## src/rtl/prog_loader_pkg.sv

```systemverilog
// Shared types and constants for the miniMIPS boot/run controller.
package prog_loader_pkg;

  localparam int IW_DEF  = 9;
  localparam int AW_DEF  = 8;
  localparam int MAX_LEN = 2 ** AW_DEF;

  typedef enum logic [2:0] {
    ST_IDLE,
    ST_LOAD,
    ST_START,
    ST_RUN,
    ST_REPORT
  } state_e;

endpackage

```

## src/rtl/sat_counter.sv

```systemverilog
// Up-counter with synchronous clear that sticks at all-ones instead of wrapping.
module sat_counter #(
  parameter int WIDTH = 16
) (
  input  logic             clk,
  input  logic             rst_n,
  input  logic             clr_i,
  input  logic             en_i,
  output logic [WIDTH-1:0] count_o
);

  logic [WIDTH-1:0] count_q, count_d;

  always_comb begin
    count_d = count_q;
    if (clr_i) begin
      count_d = '0;
    end else if (en_i && (count_q != '1)) begin
      count_d = count_q + WIDTH'(1);
    end
  end

  // NOTE: state registers use non-blocking assignment so every flop samples pre-edge values.
  always_ff @(posedge clk or negedge rst_n) begin
    if (!rst_n) begin
      count_q <= '0;
    end else begin
      count_q <= count_d;
    end
  end

  assign count_o = count_q;

endmodule

```

## src/rtl/prog_loader.sv

```systemverilog
// Streams a program into instruction memory, starts the core, and times the run.
module prog_loader
  import prog_loader_pkg::*;
#(
  parameter int IW           = IW_DEF,
  parameter int AW           = AW_DEF,
  parameter int CNT_W        = 16,
  parameter int START_CYCLES = 1,
  parameter int TIMEOUT      = 4096
) (
  input  logic             clk,
  input  logic             rst_n,
  input  logic             load_req,
  input  logic [AW:0]      load_len,
  input  logic             in_valid,
  input  logic [IW-1:0]    in_data,
  output logic             in_ready,
  output logic             imem_we,
  output logic [AW-1:0]    imem_addr,
  output logic [IW-1:0]    imem_wdata,
  output logic             cpu_start,
  input  logic             cpu_done,
  output logic             busy,
  output logic             run_done,
  output logic             timed_out,
  output logic             err_len,
  output logic [CNT_W-1:0] cycle_count
);

  localparam int          SCW     = (START_CYCLES > 1) ? $clog2(START_CYCLES) : 1;
  localparam logic [AW:0] LEN_MAX = {1'b1, {AW{1'b0}}};

  state_e            state_q, state_d;
  logic [AW-1:0]     addr_q, addr_d;
  logic [AW:0]       remaining_q, remaining_d;
  logic [SCW-1:0]    start_cnt_q, start_cnt_d;
  logic              imem_we_q, imem_we_d;
  logic [AW-1:0]     imem_addr_q, imem_addr_d;
  logic [IW-1:0]     imem_wdata_q, imem_wdata_d;
  logic              cpu_start_q, cpu_start_d;
  logic              run_done_q, run_done_d;
  logic              timed_out_q, timed_out_d;
  logic              err_len_q, err_len_d;
  logic              cnt_clr, cnt_en;
  logic              len_ok;
  logic              timeout_hit;

  assign len_ok      = (load_len != '0) && (load_len <= LEN_MAX);
  // Reaching TIMEOUT on this increment ends the run, so the abort happens after exactly TIMEOUT RUN cycles.
  assign timeout_hit = (TIMEOUT != 0) && (cycle_count == CNT_W'(TIMEOUT - 1));

  // NOTE: every signal driven here gets a default first, so no path can infer a latch.
  always_comb begin
    state_d      = state_q;
    addr_d       = addr_q;
    remaining_d  = remaining_q;
    start_cnt_d  = start_cnt_q;
    imem_we_d    = 1'b0;
    imem_addr_d  = imem_addr_q;
    imem_wdata_d = imem_wdata_q;
    cpu_start_d  = 1'b0;
    run_done_d   = 1'b0;
    timed_out_d  = timed_out_q;
    err_len_d    = 1'b0;
    cnt_clr      = 1'b0;
    cnt_en       = 1'b0;

    unique case (state_q)
      ST_IDLE: begin
        if (load_req) begin
          if (len_ok) begin
            state_d     = ST_LOAD;
            addr_d      = '0;
            remaining_d = load_len;
          end else begin
            err_len_d = 1'b1;
          end
        end
      end
      ST_LOAD: begin
        if (in_valid) begin
          imem_we_d    = 1'b1;
          imem_addr_d  = addr_q;
          imem_wdata_d = in_data;
          addr_d       = addr_q + AW'(1);
          remaining_d  = remaining_q - (AW + 1)'(1);
          if (remaining_q == (AW + 1)'(1)) begin
            state_d     = ST_START;
            cpu_start_d = 1'b1;
            start_cnt_d = SCW'(START_CYCLES - 1);
          end
        end
      end
      ST_START: begin
        cnt_clr     = 1'b1;
        timed_out_d = 1'b0;
        if (start_cnt_q == '0) begin
          state_d = ST_RUN;
        end else begin
          start_cnt_d = start_cnt_q - SCW'(1);
          cpu_start_d = 1'b1;
        end
      end
      ST_RUN: begin
        if (cpu_done) begin
          state_d     = ST_REPORT;
          run_done_d  = 1'b1;
          timed_out_d = 1'b0;
        end else begin
          cnt_en = 1'b1;
          if (timeout_hit) begin
            state_d     = ST_REPORT;
            run_done_d  = 1'b1;
            timed_out_d = 1'b1;
          end
        end
      end
      ST_REPORT: state_d = ST_IDLE;
      default:   state_d = ST_IDLE;
    endcase
  end

  always_ff @(posedge clk or negedge rst_n) begin
    if (!rst_n) begin
      state_q      <= ST_IDLE;
      addr_q       <= '0;
      remaining_q  <= '0;
      start_cnt_q  <= '0;
      imem_we_q    <= 1'b0;
      imem_addr_q  <= '0;
      imem_wdata_q <= '0;
      cpu_start_q  <= 1'b0;
      run_done_q   <= 1'b0;
      timed_out_q  <= 1'b0;
      err_len_q    <= 1'b0;
    end else begin
      state_q      <= state_d;
      addr_q       <= addr_d;
      remaining_q  <= remaining_d;
      start_cnt_q  <= start_cnt_d;
      imem_we_q    <= imem_we_d;
      imem_addr_q  <= imem_addr_d;
      imem_wdata_q <= imem_wdata_d;
      cpu_start_q  <= cpu_start_d;
      run_done_q   <= run_done_d;
      timed_out_q  <= timed_out_d;
      err_len_q    <= err_len_d;
    end
  end

  sat_counter #(
    .WIDTH(CNT_W)
  ) u_run_cnt (
    .clk    (clk),
    .rst_n  (rst_n),
    .clr_i  (cnt_clr),
    .en_i   (cnt_en),
    .count_o(cycle_count)
  );

  assign in_ready   = (state_q == ST_LOAD);
  assign busy       = (state_q != ST_IDLE);
  assign imem_we    = imem_we_q;
  assign imem_addr  = imem_addr_q;
  assign imem_wdata = imem_wdata_q;
  assign cpu_start  = cpu_start_q;
  assign run_done   = run_done_q;
  assign timed_out  = timed_out_q;
  assign err_len    = err_len_q;

endmodule

```

## config.mk

```make
export PLATFORM = sky130hd
export DESIGN_NAME = prog_loader
export DESIGN_NICKNAME = d
export VERILOG_FILES = /design/src/rtl/prog_loader_pkg.sv /design/src/rtl/sat_counter.sv /design/src/rtl/prog_loader.sv
export SDC_FILE = /design/constraint.sdc
export NUM_CORES = 1
export LEC_CHECK = 0
export CAP_MARGIN = 20
export CORE_MARGIN = 3
export CORE_UTILIZATION = 30
export CTS_CLUSTER_SIZE = 28
export DETAILED_ROUTE_END_ITERATION = 7
export PLACE_DENSITY_LB_ADDON = 0.05
export SLEW_MARGIN = 25
export SYNTH_ARGS = -nofsm -noshare
export SYNTH_HDL_FRONTEND = slang
export SYNTH_SLANG_ARGS = --single-unit
```

## constraint.sdc

```tcl
create_clock -name clk -period 4.5 [get_ports clk]
set_input_delay 1.35 -clock clk [delete_from_list [all_inputs] [get_ports clk]]
set_output_delay 1.35 -clock clk [all_outputs]
set_load 0.005 [all_outputs]
```

==> impl_metrics.ini, run 1 <==
[clock_tree]
cts_setup_buffers = 0
ctsRootBufferMaster = clkbuf_8
cts_htree_levels = 3
cts.repair.resized = 0
cts.clk_slew.worst_paths_ns = 0.07
cts.sinks = 58
cts_buffers = 9
cts_tree = yes
cts_hold_buf = 0
clk_latency_ns = 0.34
clock_path_buffers = 2

[route]
vias = 2499
dr.pass1.iters = 4
wl_mm = 7.37
drt-initial-drc-count = 106
via_per_inst = 4.77
ant_nets = 0
drc = 0
wl_per_cell_um = 14.1

[floorplan]
die_w_um = 105
die_y_um = 105
die_area_um2 = 11000
core_um2 = 9370
io_pins = 63
fp-row-count = 35
initial_utilization_pct = 31.4

[worst_hold_path]
holdPathStages = 2
worstHoldEndpoint = imem_addr[3]
hold_start = imem_addr[3]
hp-class = flip-flop to flip-flop

[global_route]
grt_pass1_wl_mm = 12.4
grt_usage_pct = 14.0
grt_pass1_vias = 2386
grt_overflow = 0
antenna_found_initial = 0
grt_max_degree = 40

[timing]
fin_setup_tns_ns = 0
fin_crit_ns = 3.38
fmax_mhz = 296
worst_slack_ns = 1.12
setup-violations-final = 0
fin_worst_skew_ns = 0.00991
hold_viol_final = 0
rsz0062_at_grt = no
maxSlewViolCount = 0
maxSlewHeadroom_pct = 55.2
fin_crit_sh_pct = 75.2
tightest_slew_ns = 0.671

[yosys]
netlist_area_um2 = 2940
synth_area_leaders = dfrtp_1 49%, nand2_1 10%, nor2_1 4.7%
synth-seq-cells = 58
synth.most_common_cell = nand2_1
synth_edf_count = 0
synthFlopType = dfrtp_1
synth-seq-area-share_pct = 49.3
synth_commonest_cells = 79 x nand2_1, 58 x dfrtp_1, 37 x nor2_1, 16 x a21oi_1, 11 x xnor2_1
yosys.area.top_type = dfrtp_1
synth.top_cell.area_share_pct = 49.3
postSynthCellCount = 325
synth_cell_types = 49
syn_area_per_cell_um2 = 9.05
syn_nets = 352
async_reset_ff_share_pct = 100
ys.warnings.count = 0

[pwr]
internal-power_mw = 1.33
sw_frac_of_total_pct = 35.5
p_sw_mw = 0.731
clock_power_share_pct = 26.0
p_seq_share_pct = 39.0
powerDensity_nw_per_um2 = 526
p_leak_nw = 1.70
pwr-share-comb_pct = 35.0
ir_drop_mv = 0.226

[final_layout]
syn2layout_area_growth_pct = 33.3
nets = 417
stdcell_count = 524
diodes = 0
nFillCells = 975
drive_above_1_share_pct = 9.11
multi_input_area_um2 = 1420
seqCellArea_um2 = 1450

[worst_setup_path]
crit_path_start_kind = flip-flop
rr_worst_depth = 6
r2r_end = remaining_q[3]
crit_path_end_kind = primary output
cpPeakStageDelay_ns = 0.73
r2r_start = state_q[0]
r2r_slack_ns = 2.32
crit_slowest_cell = dfrtp_1
worstPathBufferInverterCount = 2
worstPathMaxFanout = 20
critPathTopFamily = buffers and inverters
arrival_ns = 2.03
cp.required_ns = 3.15
startpoint = state_q[0]
crit_chain = nand2_1 -> inv_2 -> clkdlybuf4s50_1
path_class = flip-flop to primary output

[placed_design]
dp_hpwl_mm = 5.17
pre_cts_ws_ns = 1.26
post-place-cells = 508
io_buffers = 62
gp_congestion = 0.760

[job]
drv_cap = 0

[run_status]
status = finished clean
[per-stage QoR]
stage / power, mW / utilization (%) / hold slack, ns / instance area [um2]
2_1_floorplan: 1.22 / - / 0.470 / 2940
3_3_place_gp: 1.54 / 39.5 / 0.457 / 3700
3_5_place_dp: 1.55 / 39.5 / 0.463 / 3700
4_1_cts: 2.09 / 41.8 / 0.480 / 3920
5_1_grt: 2.21 / 41.8 / 0.495 / 3920
6_report: 2.06 / 41.8 / 0.474 / 3920
[power by group through the flow]
stage	registers, mW	clock network, mW	logic, mW
floorplan	0.767	0	0.448
global placement	0.813	0	0.730
detailed placement	0.814	0	0.734
CTS	0.805	0.554	0.735
global route	0.827	0.574	0.812
finish	0.803	0.537	0.721
[state kept, by name, indices dropped and copies added (netlist names)]
register           cells
remaining_q            9
u_run_cnt.count_o     16
cpu_start              1
run_done               1
imem_wdata             9
imem_addr              8
addr_q                 8
timed_out              1
imem_we                1
state_q                3
err_len                1
[placed cells by master (no fill, tap or decap), drive strengths merged, types with 5 or more instances in the layout]
cell           count
xnor2             11
nand2b             5
nor3              12
dfrtp             58
o21ai             13
and3               6
inv                5
a21oi             16
nand3              6
nand4              6
clkdlybuf4s50     61
clkbuf            10
nor4               9
nand2             79
buf                5
nor2              37
[layout make-up]
| cell class | instances | share of cell area [%] |
|---|---|---|
| Timing Repair Buffer | 66 | 16.5 |
| Clock buffer | 10 | 3.51 |
| Multi-Input combinational cell | 250 | 36.3 |
| Clock inverter | 6 | 2.04 |
| Tap cell | 129 | 4.12 |
| Sequential cell | 58 | 37.0 |
| Inverter | 5 | 0.479 |
[logic make-up after synthesis]
logic type / after synthesis / share of synthesized area (%)
compound gates: 55 / 11.8
xor+xnor: 13 / 3.87
fa+ha+maj: 4 / 1.70
buf+inv: 17 / 2.34
flops: 58 / 49.3
mux: 1 / 0.340
simple gates: 177 / 30.6
[how the worst max path moves through the flow]
stage | endpoint | slack, ns | cells after the start
2_1_floorplan | addr_q[6] | 1.93 | 5
3_3_place_gp | remaining_q[3] | 1.25 | 7
3_5_place_dp | remaining_q[3] | 1.26 | 7
4_1_cts | in_ready | 1.09 | 3
5_1_grt | in_ready | 0.99 | 3
6_report | in_ready | 1.12 | 3
[metal layers]
layer  wire, um  track usage, %
met2       3240            20.3
met3        340            3.09
met4        144            5.90
met1       3640            20.1
met5          0               0
[worst reg2reg max path: stages (launching register included)]
cell and delay [ns]:
dfrtp_1 0.60, nand2b_1 0.31, a211o_1 0.43, a211oi_1 0.21
buf_4 0.21, o21ai_1 0.08, a22o_1 0.23
(Power assumes the default switching activity.)
==> run 2: changes to the inputs <==
- clock period: 4.5 -> 3.35 ns (I/O delays scaled with it)
==> impl_metrics.ini, run 2 (synthesis gave the netlist of run 1 again) <==
[route]
via_per_inst = 4.85
wl_per_cell_um = 13.9
dr.pass1.iters = 4
wl_met3_um = 322
drt-initial-drc-count = 120
wl_mm = 7.34
top_layer_used = met4
ant_nets = 0
vias = 2554
drt-met1-wl_mm = 3.60
route.met2.wl_mm = 3.35
drc = 0

[worst_setup_path]
crit_slowest_cell = clkdlybuf4s50_1
arrival_ns = 1.95
rr_worst_depth = 6
startpoint = state_q[1]
path_class = flip-flop to primary output
r2r_slack_ns = 1.31
cpPeakStageDelay_ns = 0.56
crit_chain = nor2_1 -> nand2_1 -> inv_2 -> clkdlybuf4s50_1
worstPathMaxFanout = 12
endpoint = in_ready
r2r_start = state_q[0]
crit_path_start_kind = flip-flop
r2r_end = remaining_q[3]
cp.required_ns = 2.34
crit_path_end_kind = primary output

[global_route]
grt_pass1_vias = 2475
grt_overflow = 0
grt_usage_pct = 14.1
antenna_found_initial = 0
grt_pass1_wl_mm = 12.5
grt_max_degree = 26

[final_layout]
finish.utilization_pct = 41.7
stdcell_count = 527
largest_register_ffs = 16
layout_common_cells = 79 x nand2_1, 61 x clkdlybuf4s50_1, 58 x dfrtp_1
nets = 420
diodes = 0
nFillCells = 1003
final_common_cell = nand2_1
drive_above_1_share_pct = 9.30
syn2layout_area_growth_pct = 32.8

[timing]
fmax_mhz = 338
tightest_slew_ns = 0.539
fin_crit_ns = 2.95
fin_setup_tns_ns = 0
setup-violations-final = 0
hold_viol_final = 0
fin_worst_skew_ns = 0.0118
maxSlewViolCount = 0
fin_crit_sh_pct = 88.2
whs_ns = 0.471
rsz0062_at_grt = no
maxSlewHeadroom_pct = 63.9

[floorplan]
core_um2 = 9370
fp-row-count = 35
io_pins = 63
die_y_um = 105
die_area_um2 = 11000
initial_utilization_pct = 31.4
die_w_um = 105

[clock_tree]
cts_setup_buffers = 0
cts.sinks = 58
cts_buffers = 9
ctsRootBufferMaster = clkbuf_8
cts.clk_slew.worst_paths_ns = 0.07
clk_latency_ns = 0.33
cts_tree = yes
cts.repair.resized = 0
cts_hold_buf = 0
clock_path_buffers = 2
cts_htree_levels = 3

[job]
drv_cap = 0

[pwr]
ir_drop_mv = 0.333
powerDensity_nw_per_um2 = 687
p_leak_nw = 1.70

[placed_design]
gp_congestion = 0.747
io_buffers = 62
post-place-cells = 511
dp_hpwl_mm = 5.31

[worst_hold_path]
hp-class = flip-flop to flip-flop
hold_start = imem_wdata[8]

[run_status]
status = finished clean
run 2: changes by cell type in the layout (fill, tap and decap cells not counted):
cell        change
buf_4           +2
buf_2           +1
bufinv_16       -1
clkbuf_1        +1
clkbuf_8        -1
clkinvlp_4      +1
nor2_1          +1
nor2_2          -1
run 2: routing by layer:
layer  vias to the layer above  GRT usage [%]
met5                         -              0
met4                         0           4.78
met3                         5           3.58
met2                        48           21.2
met1                      1228           19.6
li1                       1273              -
run 2: critical path: cells and delay by family, from the launching register on:
kind                   cells  cell delay [ns]
buffers and inverters      2             0.78
flip-flops                 1             0.47
AND/OR/NAND/NOR            2             0.35
run 2: how the worst min path moves through the flow:
stage,cells past startpoint,to,slack (ns)
finish,2,imem_wdata[8],0.47
global route,2,imem_addr[4],0.50
CTS,2,imem_wdata[3],0.48
detailed placement,2,imem_wdata[3],0.46
global placement,2,imem_wdata[6],0.46
floorplan,2,imem_wdata[0],0.47
run 2: area by class of cell:
| class | count | area [um2] | area share, % |
|---|---|---|---|
| timing repair buffer | 69 | 668 | 17.1 |
| tap | 129 | 161 | 4.13 |
| inverter | 5 | 18.8 | 0.480 |
| sequential | 58 | 1450 | 37.2 |
| multi-input combinational | 250 | 1420 | 36.4 |
| clock buffer | 10 | 128 | 3.27 |
| clock inverter | 6 | 57.6 | 1.47 |
run 2: where the power goes:
group	switching [mW]	internal [mW]
clock	0.278	0.338
sequential	0.183	0.887
combinational	0.518	0.479
run 2: through the flow:
| step | worst slack (ns) | power, mW | area (um2) |
|---|---|---|---|
| 2_1_floorplan | 1.13 | 1.63 | 2940 |
| 3_3_place_gp | 0.418 | 2.09 | 3720 |
| 3_5_place_dp | 0.434 | 2.09 | 3720 |
| 4_1_cts | 0.375 | 2.73 | 3910 |
| 5_1_grt | 0.258 | 2.91 | 3910 |
| 6_report | 0.396 | 2.68 | 3910 |
==> run 3: changes to the inputs <==
- TNS_END_PERCENT: unset -> 1
==> results of run 3 <==
No change in the layout: final DEF, timing and power equal those of run 2.
